## src/rtl/game_keys_pkg.sv

```systemverilog
`default_nettype none
// ============================================================================
//  Module      : game_keys_pkg
//  Description : Keyboard key codes, direction encodings, hold-FSM state
//                type and decode helpers. Also used by the game display logic.
//  Revision    : 1.0 - initial release
// ============================================================================
package game_keys_pkg;

    // Lowercase ASCII codes of the mapped keys
    localparam logic [7:0] KEY_W = 8'h77;
    localparam logic [7:0] KEY_A = 8'h61;
    localparam logic [7:0] KEY_S = 8'h73;
    localparam logic [7:0] KEY_D = 8'h64;
    localparam logic [7:0] KEY_P = 8'h70;
    localparam logic [7:0] KEY_R = 8'h72;

    // One-hot direction encoding {up,down,left,right}
    localparam logic [3:0] DIR_NONE  = 4'b0000;
    localparam logic [3:0] DIR_UP    = 4'b1000;
    localparam logic [3:0] DIR_DOWN  = 4'b0100;
    localparam logic [3:0] DIR_LEFT  = 4'b0010;
    localparam logic [3:0] DIR_RIGHT = 4'b0001;

    // Hold-FSM state codes
    localparam logic [0:0] ST_IDLE = 1'b0;
    localparam logic [0:0] ST_HELD = 1'b1;

    typedef enum logic [0:0] {
        S_IDLE = ST_IDLE,
        S_HELD = ST_HELD
    } hold_state_t;

    // Fold 'A'..'Z' onto 'a'..'z'; every other byte passes unchanged
    function automatic logic [7:0] fold_case(input logic [7:0] b);
        if ((b >= 8'h41) && (b <= 8'h5A)) begin
            return b | 8'h20;
        end
        return b;
    endfunction

    // Map a lowercase key code to its direction; DIR_NONE if not a direction
    function automatic logic [3:0] key_to_dir(input logic [7:0] k);
        case (k)
            KEY_W:   return DIR_UP;
            KEY_S:   return DIR_DOWN;
            KEY_A:   return DIR_LEFT;
            KEY_D:   return DIR_RIGHT;
            default: return DIR_NONE;
        endcase
    endfunction

endpackage
`default_nettype wire

```

## src/rtl/hold_timer.sv

```systemverilog
`default_nettype none
// ============================================================================
//  Module      : hold_timer
//  Description : Loadable down-counter that saturates at zero. Load value is
//                the COUNT parameter; clear forces zero.
//  Revision    : 1.0 - initial release
// ============================================================================
module hold_timer #(
    parameter int unsigned COUNT = 50,
    parameter int unsigned WIDTH = $clog2(COUNT + 1)
) (
    input  logic clk,
    input  logic rst,       // asynchronous, active low
    input  logic i_load,
    input  logic i_clear,
    output logic o_zero,
    output logic o_last
);

    localparam logic [WIDTH-1:0] c_LOAD = WIDTH'(COUNT);
    localparam logic [WIDTH-1:0] c_ONE  = WIDTH'(1);

    logic [WIDTH-1:0] r_count;

    // Clear beats load; otherwise count down and stick at zero
    always_ff @(posedge clk or negedge rst) begin
        if (!rst) begin
            r_count <= '0;
        end else if (i_clear) begin
            r_count <= '0;
        end else if (i_load) begin
            r_count <= c_LOAD;
        end else if (r_count != '0) begin
            r_count <= r_count - c_ONE;
        end
    end

    assign o_zero = (r_count == '0);
    // The next decrement reaches zero
    assign o_last = (r_count == c_ONE);

endmodule
`default_nettype wire

```

## src/rtl/uart_key_decoder.sv

```systemverilog
`default_nettype none
// ============================================================================
//  Module      : uart_key_decoder
//  Description : Turns the UART keyboard byte stream into held direction
//                levels (surviving auto-repeat gaps), a pause level and
//                one-cycle restart / unmapped-key pulses.
//  Revision    : 1.0 - initial release
// ============================================================================
module uart_key_decoder
    import game_keys_pkg::*;
#(
    parameter int unsigned CLK_HZ  = 100_000_000,
    parameter int unsigned HOLD_MS = 600
) (
    input  logic       clk,
    input  logic       rst,      // asynchronous, active low
    input  logic       rxDone,
    input  logic [7:0] rxByte,
    output logic [3:0] dir,
    output logic [7:0] key_out,
    output logic       paused,
    output logic       restart,
    output logic       bad_key
);

    localparam int unsigned HOLD_CYCLES = (CLK_HZ / 1000) * HOLD_MS;
    localparam int unsigned c_TMR_W     = $clog2(HOLD_CYCLES + 1);

    hold_state_t r_state;
    logic [3:0]  r_dir;
    logic [7:0]  r_key;
    logic        r_paused;
    logic        r_restart;
    logic        r_bad;

    hold_state_t w_state;
    logic [3:0]  w_dir;
    logic [7:0]  w_key;
    logic        w_paused;
    logic        w_restart;
    logic        w_bad;
    logic        w_tmr_load;
    logic        w_tmr_clear;
    logic        w_tmr_zero;
    logic        w_tmr_last;

    logic [7:0]  w_byte;
    logic [3:0]  w_dir_code;
    logic        w_is_dir;
    logic        w_expire;

    hold_timer #(
        .COUNT (HOLD_CYCLES),
        .WIDTH (c_TMR_W)
    ) u_hold_timer (
        .clk     (clk),
        .rst     (rst),
        .i_load  (w_tmr_load),
        .i_clear (w_tmr_clear),
        .o_zero  (w_tmr_zero),
        .o_last  (w_tmr_last)
    );

    // Byte decode and next-state logic; a direction byte overrides expiry
    always_comb begin
        w_byte      = fold_case(rxByte);
        w_dir_code  = key_to_dir(w_byte);
        w_is_dir    = (w_dir_code != DIR_NONE);
        w_expire    = (r_state == S_HELD) && (w_tmr_last || w_tmr_zero);

        w_state     = r_state;
        w_dir       = r_dir;
        w_key       = r_key;
        w_paused    = r_paused;
        w_restart   = 1'b0;
        w_bad       = 1'b0;
        w_tmr_load  = 1'b0;
        w_tmr_clear = 1'b0;

        if (w_expire) begin
            w_state = S_IDLE;
            w_dir   = DIR_NONE;
            w_key   = 8'h00;
        end

        if (rxDone) begin
            if (w_is_dir) begin
                // Directions are silently dropped while paused
                if (!r_paused) begin
                    w_state    = S_HELD;
                    w_dir      = w_dir_code;
                    w_key      = w_byte;
                    w_tmr_load = 1'b1;
                end
            end else if (w_byte == KEY_P) begin
                w_paused    = ~r_paused;
                w_state     = S_IDLE;
                w_dir       = DIR_NONE;
                w_key       = 8'h00;
                w_tmr_clear = 1'b1;
            end else if (w_byte == KEY_R) begin
                w_restart   = 1'b1;
                w_paused    = 1'b0;
                w_state     = S_IDLE;
                w_dir       = DIR_NONE;
                w_key       = 8'h00;
                w_tmr_clear = 1'b1;
            end else begin
                w_bad = 1'b1;
            end
        end
    end

    // State and output registers
    always_ff @(posedge clk or negedge rst) begin
        if (!rst) begin
            r_state   <= S_IDLE;
            r_dir     <= DIR_NONE;
            r_key     <= 8'h00;
            r_paused  <= 1'b0;
            r_restart <= 1'b0;
            r_bad     <= 1'b0;
        end else begin
            r_state   <= w_state;
            r_dir     <= w_dir;
            r_key     <= w_key;
            r_paused  <= w_paused;
            r_restart <= w_restart;
            r_bad     <= w_bad;
        end
    end

    assign dir     = r_dir;
    assign key_out = r_key;
    assign paused  = r_paused;
    assign restart = r_restart;
    assign bad_key = r_bad;

endmodule
`default_nettype wire

```

## config.mk

```make
export PLATFORM = sky130hd
export DESIGN_NAME = uart_key_decoder
export DESIGN_NICKNAME = d
export VERILOG_FILES = /design/src/rtl/game_keys_pkg.sv /design/src/rtl/hold_timer.sv /design/src/rtl/uart_key_decoder.sv
export SDC_FILE = /design/constraint.sdc
export NUM_CORES = 1
export LEC_CHECK = 0
export CORE_ASPECT_RATIO = 1.25
export CORE_MARGIN = 4
export CORE_UTILIZATION = 36
export CTS_CLUSTER_SIZE = 10
export DETAILED_ROUTE_END_ITERATION = 6
export PLACE_DENSITY = 0.57
export SETUP_SLACK_MARGIN = 0.02
export SLEW_MARGIN = 20
export SYNTH_ARGS = -nofsm -noshare
export SYNTH_HDL_FRONTEND = slang
export SYNTH_SLANG_ARGS = --single-unit
```

## constraint.sdc

```tcl
create_clock -name clk -period 3.55 [get_ports clk]
set_clock_uncertainty 0.15 [all_clocks]
set_input_delay 0.71 -clock clk [delete_from_list [all_inputs] [get_ports clk]]
set_output_delay 0.71 -clock clk [all_outputs]
set_load 0.05 [all_outputs]
```

# After elaboration in Yosys (flattened, before gate mapping)
# Index checks and enable logic that the tools add are counted.
[totals]
word_cells = 69
out_inout_bits = 15
reg_bits = 42
[classes]
n_mux = 41
bitwise_logic = 2
n_lt_le_gt_ge = 2
add_sub_neg = 1
n_reduce_logical = 9
eq_ne = 7
[ops]
columns = ["cell", "n"]
rows = [
  ["$mux W26", 3],
  ["$mux W8", 8],
  ["$eq A8 B7 Y1 const B", 6],
  ["$eq A26 B1 Y1 const B", 1],
  ["$logic_not A26 Y1", 1],
  ["$reduce_bool A26 Y1", 1],
  ["$sub A26 B1 Y26 const B", 1],
  ["$mux W4", 6],
  ["$mux W1", 23],
  ["$pmux W4 S4", 1],
  ["$ge A8 B7 Y1 const B", 1],
  ["$le A8 B7 Y1 const B", 1],
  ["$reduce_bool A4 Y1", 1],
  ["$reduce_and A3 Y1", 1],
  ["$reduce_bool A3 Y1", 1],
  ["$logic_and A1 B1 Y1", 2],
  ["$not A1 Y1", 2],
  ["$reduce_bool A2 Y1", 1],
  ["$logic_or A1 B1 Y1", 1],
]

# Longest topological paths before layout
[depth]
depth_word = 11
ltp_mapped = 9
ltp_nobuf = 7

# Hierarchy
# Synthesis repeated with hierarchy kept, for this count alone.
[unflattened]
cells_unflattened = 219
hier_area_um2 = 2230.9
[modules_own_cells]
columns = ["module", "cells_each", "area_each_um2", "instances", "seq_area_each_um2"]
rows = [
  ["hold_timer", 160, 1517.7, 1, 650.6],
  ["uart_key_decoder", 59, 713.2, 1, 400.4],
]

# Worst setup path after synthesis
# No wires, ideal clock.
[synth_path]
path_type = "reg2reg"
startpoint = "register u_hold_timer.r_count[16]"
endpoint = "register r_dir[1], in the netlist dir[1]"
synth_period_minus_slack_ps = 2761
path_stages_with_launch = 8
required_ps = 3278
setup_slack_ps = 789
arrival_ps = 2490
cell_sequence = "dfrtp_1 -> or4_4 -> or4_4 -> buf_6 -> o41a_1 -> and2_4 -> buf_6 -> a32o_1"
[synth_between]
elab_chain_len = 8
elab_cells_between_ends = 10
cone_classes = "eq/ne: 1; mux: 6; reduce/logical: 3"
[synth_lines]
columns = ["item", "line", "rtl"]
rows = [
  ["from (decl)", "hold_timer.sv:23", "logic [WIDTH-1:0] r_count;"],
  ["from (signal assigned)", "hold_timer.sv:32", "r_count <= c_LOAD;"],
  ["from (signal assigned)", "hold_timer.sv:34", "r_count <= r_count - c_ONE;"],
  ["$eq A26 B1 Y1 or $logic_not A26 Y1 (tied branches)", "hold_timer.sv:40, hold_timer.sv:38", ""],
  ["$logic_or A1 B1 Y1 (*)", "uart_key_decoder.sv:69", "w_expire = (r_state == S_HELD) && (w_tmr_last || w_tmr_zero);"],
  ["$logic_and A1 B1 Y1 (*)", "uart_key_decoder.sv:69", ""],
  ["$mux W4 (*)", "uart_key_decoder.sv:80", "if (w_expire) begin"],
  ["$mux W4", "uart_key_decoder.sv:101", "end else if (w_byte == KEY_R) begin"],
  ["$mux W4", "uart_key_decoder.sv:95", "end else if (w_byte == KEY_P) begin"],
  ["$mux W4", "uart_key_decoder.sv:87", "if (w_is_dir) begin"],
  ["$mux W4 (*)", "uart_key_decoder.sv:86", "if (rxDone) begin"],
  ["via w_dir[1]", "uart_key_decoder.sv:37", "logic [3:0] w_dir;"],
  ["to (signal assigned)", "uart_key_decoder.sv:125", "r_dir <= w_dir;"],
  ["to (decl)", "uart_key_decoder.sv:30", "logic [3:0] r_dir;"],
]
# The timed path passes the listed nets; every way through them passes the cells marked *.
# A chain may end at the register's enable or synchronous reset.

# Final worst setup path
[layout_path]
startpoint = "register u_hold_timer.r_count[16]"
endpoint = "register u_hold_timer.r_count[17]"
[layout_between]
elab_chain_len = 4
elab_cells_between_ends = 6
cone_classes = "add/sub: 1; mux: 3; reduce/logical: 2"
[layout_lines]
columns = ["item", "line", "rtl"]
rows = [
  ["$sub A26 B1 Y26", "hold_timer.sv:34", ""],
  ["$mux W26", "hold_timer.sv:33", "end else if (r_count != '0) begin"],
  ["$mux W26", "hold_timer.sv:31", "end else if (i_load) begin"],
  ["$mux W26", "hold_timer.sv:29", "end else if (i_clear) begin"],
]
# Parallel ways exist; a longest one is shown, timed or not. The select of a mux whose other input is x is not followed.

==> results.sh <==
export IMPL_synth_seq_cells=42
export IMPL_fin_crit_ps=2890
export IMPL_vias=1616
export IMPL_cts_tree="done"
export IMPL_final_cell_area_sq_mm=0.00244
export IMPL_wire_per_inst_um=14.8
export IMPL_status="finished, final reports clean"
export IMPL_slew_violations=0
export IMPL_post_cts_buffers=0
export IMPL_avgSynthCellArea_sq_um=9.96
export IMPL_grt_pass1_wl_mm=7.56
export IMPL_core_area_sq_mm=0.00552
export IMPL_syn_inst=208
export IMPL_io_buffer_count=24
export IMPL_async_reset_ff_share_pct=100
export IMPL_rsz0062_at_grt="no"
export IMPL_dp_hpwl_mm=3.22
export IMPL_drc=0
export IMPL_cp_required_ps=3560
export IMPL_yosys_warnings=0
export IMPL_num_rows=30
export IMPL_crit_fanout=8
export IMPL_synth_distinct_cells=47
export IMPL_setup_viol=0
export IMPL_tightest_slew_ps=957
export IMPL_antenna_found_initial=0
export IMPL_min_path_type="reg -> reg"
export IMPL_critPathKind="reg -> reg"
export IMPL_grt_pass1_vias=1656
export IMPL_start_kind="register"
export IMPL_placedCellCount=289
export IMPL_drv_cap=0
export IMPL_ios=26
export IMPL_clk_pin_slew_ps=80
export IMPL_die_w_um=75.9
export IMPL_synth_top_cell_area_share_pct=50.7
export IMPL_cts_buffer_depth=2
export IMPL_drtAntennaViolNets=0
export IMPL_die_height_um=92.8
export IMPL_synth_area_leaders="dfrtp_1 (51%), nor2_1 (4.5%), xnor2_1 (3.8%)"
export IMPL_viasPerCell=5.44
export IMPL_cts_hold_buf=0
export IMPL_synth_nets=221
export IMPL_die_area_sq_mm=0.00704
export IMPL_insertion_delay_ps=290
export IMPL_finalSetupTns_ps=0
export IMPL_routed_wl_mm=4.41
export IMPL_synth_cell_area_sq_mm=0.00207
export IMPL_synth_edf_count=0
export IMPL_synth_ff_type="dfrtp_1"
export IMPL_clockRootBuffer="clkbuf_8"
export IMPL_drive_gt1_share_pct=8.15
export IMPL_grt_total_usage_pct=13.9
export IMPL_grt_remaining_overflow=0
export IMPL_cts_sinks=42
export IMPL_placedInstanceArea_sq_mm=0.00235
export IMPL_cts_buffers=5
export IMPL_max_freq_mhz=347
export IMPL_worst_setup_path_end_kind="register"
export IMPL_nets=245
export IMPL_htreeDepth=2
export IMPL_ctsResizeCount=0
export IMPL_finalCritPeriodShare_pct=81.3
export IMPL_slew_headroom_pct=36.2
export IMPL_cellLeakagePower_nw=1.06
export IMPL_drt_pass1_iter_count=4
export IMPL_antenna_cells=0
export IMPL_ys_seq_area_share_pct=50.7
export IMPL_stdcell_count=297
export IMPL_crit_arrival_ps=2900
export IMPL_grt_max_degree=43
export IMPL_synth_largest_area_cell="dfrtp_1"
export IMPL_ir_drop_mv=0.275
export IMPL_finalHoldViolCount=0
export IMPL_place_congestion=0.768
export IMPL_first_iter_violations=39
export IMPL_syn_to_final_growth_pct=17.8
export IMPL_start_util_pct=37.6
export IMPL_power_density_mw_per_mm2=645
==> cells in the mapped netlist (2+ instances only) <==
cell type  count
dfrtp_1       42
nor2_1        25
nand2_1       16
nand3_1        9
o21ai_0        9
xnor2_1        9
xor2_1         9
a21oi_1        8
nor3_1         8
nor4_1         6
clkbuf_1       5
and3_1         4
or3_1          4
or4_1          4
a21o_1         3
inv_1          3
nor2b_1        3
or4_4          3
a211oi_1       2
a22o_1         2
and3_2         2
buf_6          2
ha_1           2
nand2b_1       2
nand3b_1       2
nand4_1        2
o31ai_1        2
==> logic make-up (layout without fill, tap and decap cells) <==
kind of cell    after synthesis  in the layout  synth area share [%]
simple gates                 96             96                  24.7
flops                        42             42                  50.7
xor+xnor                     18             18                  7.61
mux                           1              1                 0.483
fa+ha+maj                     2              2                  1.21
compound gates               37             37                  12.1
buf+inv                      12             37                  3.14
==> final timing paths <==
kind | startpoint | end | slack [ps] | depth (start not counted)
worst min-delay path | key_out[6] | key_out[6] | 330 | 2
max in group asynchronous | rst | key_out[3] | 2250 | 1
worst max register to register | u_hold_timer.r_count[16] | u_hold_timer.r_count[17] | 660 | 5
worst min register to register | key_out[6] | key_out[6] | 330 | 2
worst max-delay path | u_hold_timer.r_count[16] | u_hold_timer.r_count[17] | 660 | 5
min in group asynchronous | rst | u_hold_timer.r_count[2] | 420 | 1
==> area by class of cell <==
type | instances | area [sq um]
sequential | 42 | 1050
multi-input combinational | 154 | 956
timing repair buffer | 26 | 250
fill | 547 | 3080
inverter | 3 | 11.3
tap | 64 | 80.1
clock buffer | 7 | 86.3
clock inverter | 1 | 5.00
==> flip-flops by register name, summed over array words and instances, names as in the netlist <==
signal                count
dir                       4
restart                   1
key_out                   8
u_hold_timer.r_count     26
bad_key                   1
r_state                   1
paused                    1
==> routing by layer <==
metal,vias to the layer above,GRT usage [%],wire length [um]
li1,792,-,-
met1,785,16.7,1980
met2,33,23.6,2180
met3,6,3.80,191
met4,0,3.79,53
met5,-,0,0
==> worst max-delay path, cell delays in order, from the launching register on <==
cell and delay [ps]:
dfrtp_1 400, or4_4 560, or4_4 550, or4_1 680
nand2_1 260, o21ai_0 140
==> stage by stage <==
step / total power [mW] / hold WS, ps / worst slack [ps] / util [%]
global placement: 1.25 / 312 / 595 / 42.6
CTS: 1.59 / 338 / 612 / 44.2
floorplan: 1.12 / 264 / 789 / -
global route: 1.69 / 350 / 534 / 44.2
detailed placement: 1.27 / 318 / 578 / 42.6
finish: 1.57 / 331 / 664 / 44.2
==> layout by cell type, fill, tap and decap left out, types with 6 or more instances in the layout <==
master,count
nor4_1,6
dfrtp_1,42
nor3_1,8
clkbuf_8,6
nand3_1,9
xor2_1,9
nor2_1,25
xnor2_1,9
clkdlybuf4s50_1,23
a21oi_1,8
o21ai_0,9
nand2_1,16
==> power by group <==
part / leakage [nW] / total [mW] / switching [mW] / internal, mW
clock network: 0.0482 / 0.318 / 0.161 / 0.157
logic: 0.473 / 0.515 / 0.295 / 0.220
registers: 0.535 / 0.741 / 0.127 / 0.614
total: 1.06 / 1.57 / 0.582 / 0.991
(Power assumes the default switching activity.)
==> edit 1, RTL diff (same settings) <==
The parameter `HOLD_MS` goes from 600 to 150.
--- a/src/rtl/uart_key_decoder.sv
+++ b/src/rtl/uart_key_decoder.sv
@@ -11,5 +11,5 @@
 #(
     parameter int unsigned CLK_HZ  = 100_000_000,
-    parameter int unsigned HOLD_MS = 600
+    parameter int unsigned HOLD_MS = 150
 ) (
     input  logic       clk,
Formal check against the unedited RTL: same outputs for any inputs over 10 cycles, from zero or initial values and one cycle with rst low; that may be too few to reach the edited logic, so the function may still have changed.
==> edit 1 against the unedited design <==
- sequential cell count down 2
- clock power increased by 26%
- via count shrank 2.5%
- combinational power shrank 15%
- worst setup slack improved by 0.22 ns
- cell count is 0.34% lower
- synthesized area shrank 0.66%
- power is 1.9% lower
- core utilization rose by 1.2 points
- die area decreased by 0.60%
- design area increased by 2.1%
- routed wire length is 2.4% lower
- worst hold slack improved by 0.0012 ns
- register-to-register slack gained 0.28 ns
==> edit 1: results (changes against the unedited design) <==
| Metric | Value |
|---|---|
| Arr. time, crit path | 2.70 ns (-0.20 ns) |
| Placed cells | 288 (-0.35%) |
| Layout cells sized above 1 | 10.8% (+2.6 points) |
| Starting DRT DRC Count | 45 (+15%) |
| Leakage | 0.987 nW (-6.5%) |
| Vias in the first global route | 1,526 (-7.9%) |
| R2R Path Start | u_hold_timer.r_count[14] |
| RR Endpoint | r_state |
| Placed Area | 2360 um2 (+0.64%) |
| DR vias/cell | 5.32 (-2.2%) |
| Slowest-stage cell, CP | or4b_1 |
| Vias | 1,575 (-2.5%) |
| Synth area leaders | dfrtp_1, xnor2_1, nor2_1, a21oi_1, a21o_1 |
| Placer Congestion | 0.807 (+5.1%) |
| Unique masters post-synth | 46 (-2.1%) |
| Hold path endpoint | key_out[4] |
| Status | completed |
| Worst Hold Depth | 1 (-1) |
| R2R setup slack | 0.94 ns (+0.28 ns) |
| Worst IR Drop VDD | 0.000287 V (+4.1%) |
| FILL cells | 535 (-2.2%) |
| Slew @ Worst Pin | 0.875 ns (-0.0818 ns) |
| DP Wirelength | 3090 um (-4.1%) |
| Largest net degree at the start of global routing | 41 (-4.7%) |
| Final Routed Wirelength | 4300 um (-2.4%) |
| Max reg flops | 24 (-7.7%) |
| Global-route wire length before repair | 7530 um (-0.28%) |
| Mapped Nets | 216 (-2.3%) |
| Gr usage total | 14.0% (+0.15 points) |
[edit 1: cell types whose count changed after synthesis, moves of 3 or more]
cell     delta
nor2_1      -8
nand3_1     -7
xor2_1      -6
o21ai_1     +5
a21o_1      +4
and2_1      +4
nand2_1     -4
a21oi_1     +3
and3_1      -3
inv_1       +3
nor2b_1     -3
nor4_2      +3
[edit 1: worst max-delay path by stage]
stage | from | end | slack [ns] | depth (start not counted)
6_report | rxByte[1] | dir[0] | 0.89 | 6
5_1_grt | u_hold_timer.r_count[14] | r_state | 0.77 | 5
3_3_place_gp | rxByte[1] | dir[0] | 0.56 | 6
3_5_place_dp | rxByte[1] | dir[0] | 0.56 | 6
4_1_cts | rxByte[1] | dir[0] | 0.87 | 6
2_1_floorplan | rxByte[7] | u_hold_timer.r_count[10] | 1.04 | 5
[edit 1: metrics by stage]
| step | setup slack [ns] | hold slack (ns) | power (mW) |
|---|---|---|---|
| after detailed placement | 0.557 | 0.319 | 1.15 |
| after global placement | 0.561 | 0.314 | 1.15 |
| after global routing | 0.771 | 0.366 | 1.65 |
| after CTS | 0.873 | 0.338 | 1.56 |
| final | 0.889 | 0.333 | 1.54 |
| after floorplan | 1.04 | 0.264 | 1.01 |
[edit 1: worst max-delay path, delay by kind of cell]
kind | cells | cell delay, ns
AO/OA/AOI/OAI | 2 | 0.48
AND/OR/NAND/NOR | 3 | 1.03
buffers and inverters | 1 | 0.47
[edit 1: cells by family after synthesis]
kind of cell	Yosys count	share of synthesized area (%)
fa+ha+maj	2	1.22
simple gates	87	25.8
compound gates	48	15.7
buf+inv	12	2.67
flops	40	48.6
xor+xnor	14	5.96
[edit 1: where the power goes]
part	switching [mW]	leakage (nW)	internal [mW]
combinational	0.240	0.436	0.196
clock	0.154	0.0645	0.248
sequential	0.131	0.487	0.575
[edit 1: layout make-up]
cell class	count	area (um2)	area share (%)
multi-input combinational	151	1000	40.3
inverter	6	22.5	0.905
clock buffer	7	96.3	3.87
clock inverter	1	30.0	1.21
timing repair buffer	27	258	10.4
tap	64	80.1	3.22
sequential	40	1000	40.2
[edit 1: routing by layer]
metal  GRT usage [%]  vias to the layer above  part of all wire (%)  routed length [um]
met5               0                        -                     0                   0
met4            5.25                        0                   1.8                  78
met3            3.15                        8                   2.1                  91
met2            19.2                       14                    45                1930
met1            21.2                      746                    51                2200
li1                -                      807                     -                   -
==> edit 2, RTL diff (same flow settings) <==
Made on the original files. Reset style: synchronous (`rst`), changed in 2 clocked blocks. Comments in the files are not updated.
--- a/src/rtl/hold_timer.sv
+++ b/src/rtl/hold_timer.sv
@@ -24,5 +24,5 @@
 
     // Clear beats load; otherwise count down and stick at zero
-    always_ff @(posedge clk or negedge rst) begin
+    always_ff @(posedge clk) begin
         if (!rst) begin
             r_count <= '0;
--- a/src/rtl/uart_key_decoder.sv
+++ b/src/rtl/uart_key_decoder.sv
@@ -113,5 +113,5 @@
 
     // State and output registers
-    always_ff @(posedge clk or negedge rst) begin
+    always_ff @(posedge clk) begin
         if (!rst) begin
             r_state   <= S_IDLE;
Function: differs if rst is asserted again (counterexample within 4 cycles, from zero or initial values and one cycle with rst low); with rst held inactive, the same outputs for 10 cycles.
==> edit 2 against the unedited design <==
- synthesized area decreased by 3.2%
- worst hold slack worse by 0.017 ns
- worst setup slack better by 0.35 ns
- cell count up 7.4%
- design area grew 1.3%
- sequential cell count did not move
- count of clock-buffer cells in the layout is 2 lower
- routed wire length up 8.6%
- maximum frequency rose by 14%
- sequential share of layout area down 9.1 points
- first-iteration DRC count rose by 82%
- largest cell class is now multi-input combinational cells
- highest routed layer unchanged
Power is not compared: it rests on default switching activity, and its combinational part moved more than twofold at a synthesized area within 25%.
==> edit 2: results (changes against the unedited design) <==
| Metric | Value |
|---|---|
| Status | completed |
| Main flop type after synthesis | dfxtp_1 |
| DP Wirelength | 3440 um (+6.9%) |
| Placer Congestion | 0.770 (+0.30%) |
| FILL cells | 556 (+1.6%) |
| Layout Nets | 267 (+9.0%) |
| Antenna fix cells | 0 (unchanged) |
| Worst Hold Launch | key_out[2] |
| Worst IR Drop VDD | 0.000451 V |
| DR vias/cell | 5.63 (+3.5%) |
| Top cells by count, synth | dfxtp_1, nor2_1, a21oi_1 |
| Mapped Nets | 240 (+8.6%) |
| Largest net degree at the start of global routing | 18 (-58%) |
| Layout cells sized above 1 | 11.0% (+2.8 points) |
| Critical path fanouts, max | 17 (+9) |
| Register area share after synthesis | 41.9% (-8.8 points) |
| Hold path endpoint | key_out[2] |
| R2R setup slack | 1.02 ns (+0.36 ns) |
| Global-route wire length before repair | 8280 um (+9.6%) |
| Leakage | 0.874 nW |
| Initial antenna violation count | 0 (unchanged) |
| Post-detailed-route wirelength per cell | 15.0 um (+1.1%) |
| RR Endpoint | key_out[0] |
| H-tree depth | 2 (unchanged) |
| Slowest-stage cell, CP | nor3b_1 |
| Gr usage total | 15.1% (+1.3 points) |
| Worst path top cell family by delay | simple AND/OR/NAND/NOR gates |
| Worst path max stage delay | 0.49 ns (-0.19 ns) |
| Starting DRT DRC Count | 71 (+82%) |
| Vias in the first global route | 1,736 (+4.8%) |
| Hold_ws | 0.314 ns (-0.0174 ns) |
| Worst-Skew Late Latency | 0.30 ns |
| Arr. time, crit path | 2.59 ns (-0.31 ns) |
| Clk buf depth | 2 (unchanged) |
| Max_slew headroom | 62.0% (+26 points) |
| PostCTS Resize Cnt | 0 (unchanged) |
| Worst Hold Depth | 1 (-1) |
| Synth area leaders | dfxtp_1, or4_1, a21oi_1, nor2_1, xnor2_1 |
| Total CTS buffers | 5 (unchanged) |
| R2R Path Start | u_hold_timer.r_count[6] |
| Synth async-reset ratio | 0% (-100 points) |
edit 2: changes by cell type after synthesis, moves of 4 or more:
cell / before / now
a21oi_1: 8 / 19
a31oi_1: 1 / 7
dfrtp_1: 42 / 0
dfxtp_1: 0 / 42
nand2_1: 16 / 9
nand3_1: 9 / 4
o31ai_1: 2 / 7
or2_2: 1 / 5
or3_1: 4 / 9
or4_1: 4 / 13
xor2_1: 9 / 1
edit 2: power breakdown:
group,total [mW],leakage (nW),internal (mW),switching [mW]
Sequential,0.709,0.342,0.578,0.132
Clock,0.455,0.0683,0.282,0.173
Combinational,1.12,0.464,0.475,0.649
edit 2: cell type report:
class / instances / area (um2) / area share, %
multi-input cells: 172 / 1120 / 45.3
well taps: 64 / 80.1 / 3.24
inverters: 4 / 15.0 / 0.607
repair buffers: 29 / 278 / 11.2
clock buffers: 5 / 68.8 / 2.78
flip-flops and latches: 42 / 841 / 34.0
clock inverters: 3 / 68.8 / 2.78
edit 2: routing by layer:
metal / GRT usage, % / vias to the layer above / routed length [um]
met5: 0 / - / 0
met4: 4.01 / 0 / 59
met3: 3.21 / 5 / 218
met2: 26.2 / 33 / 2380
met1: 18.5 / 840 / 2120
li1: - / 918 / -
edit 2: logic make-up after synthesis:
group | count (synthesis) | synth area share [%]
xor+xnor | 9 | 3.93
buf+inv | 13 | 2.56
simple gates | 105 | 31.1
flops | 42 | 41.9
fa+ha+maj | 2 | 1.25
compound gates | 54 | 18.2
mux | 2 | 1.06
edit 2: worst max path at each step:
stage | startpoint | endpoint | slack (ns) | cells past startpoint
5_1_grt | rxByte[1] | dir[1] | 0.74 | 7
3_3_place_gp | rxByte[6] | key_out[0] | 0.66 | 7
2_1_floorplan | rxByte[3] | u_hold_timer.r_count[0] | 1.06 | 7
4_1_cts | rxByte[6] | key_out[0] | 0.97 | 7
6_report | rxByte[6] | key_out[0] | 1.01 | 7
3_5_place_dp | rxByte[6] | key_out[0] | 0.64 | 7
edit 2: stage by stage:
step / instances / power (mW) / area [um2] / setup slack, ns
after global placement: 311 / 1.83 / 2330 / 0.664
final: 319 / 2.29 / 2470 / 1.01
after detailed placement: 311 / 1.84 / 2330 / 0.643
after floorplan: 227 / 1.58 / 2010 / 1.06
after CTS: 319 / 2.30 / 2470 / 0.966
after global routing: 319 / 2.47 / 2470 / 0.736
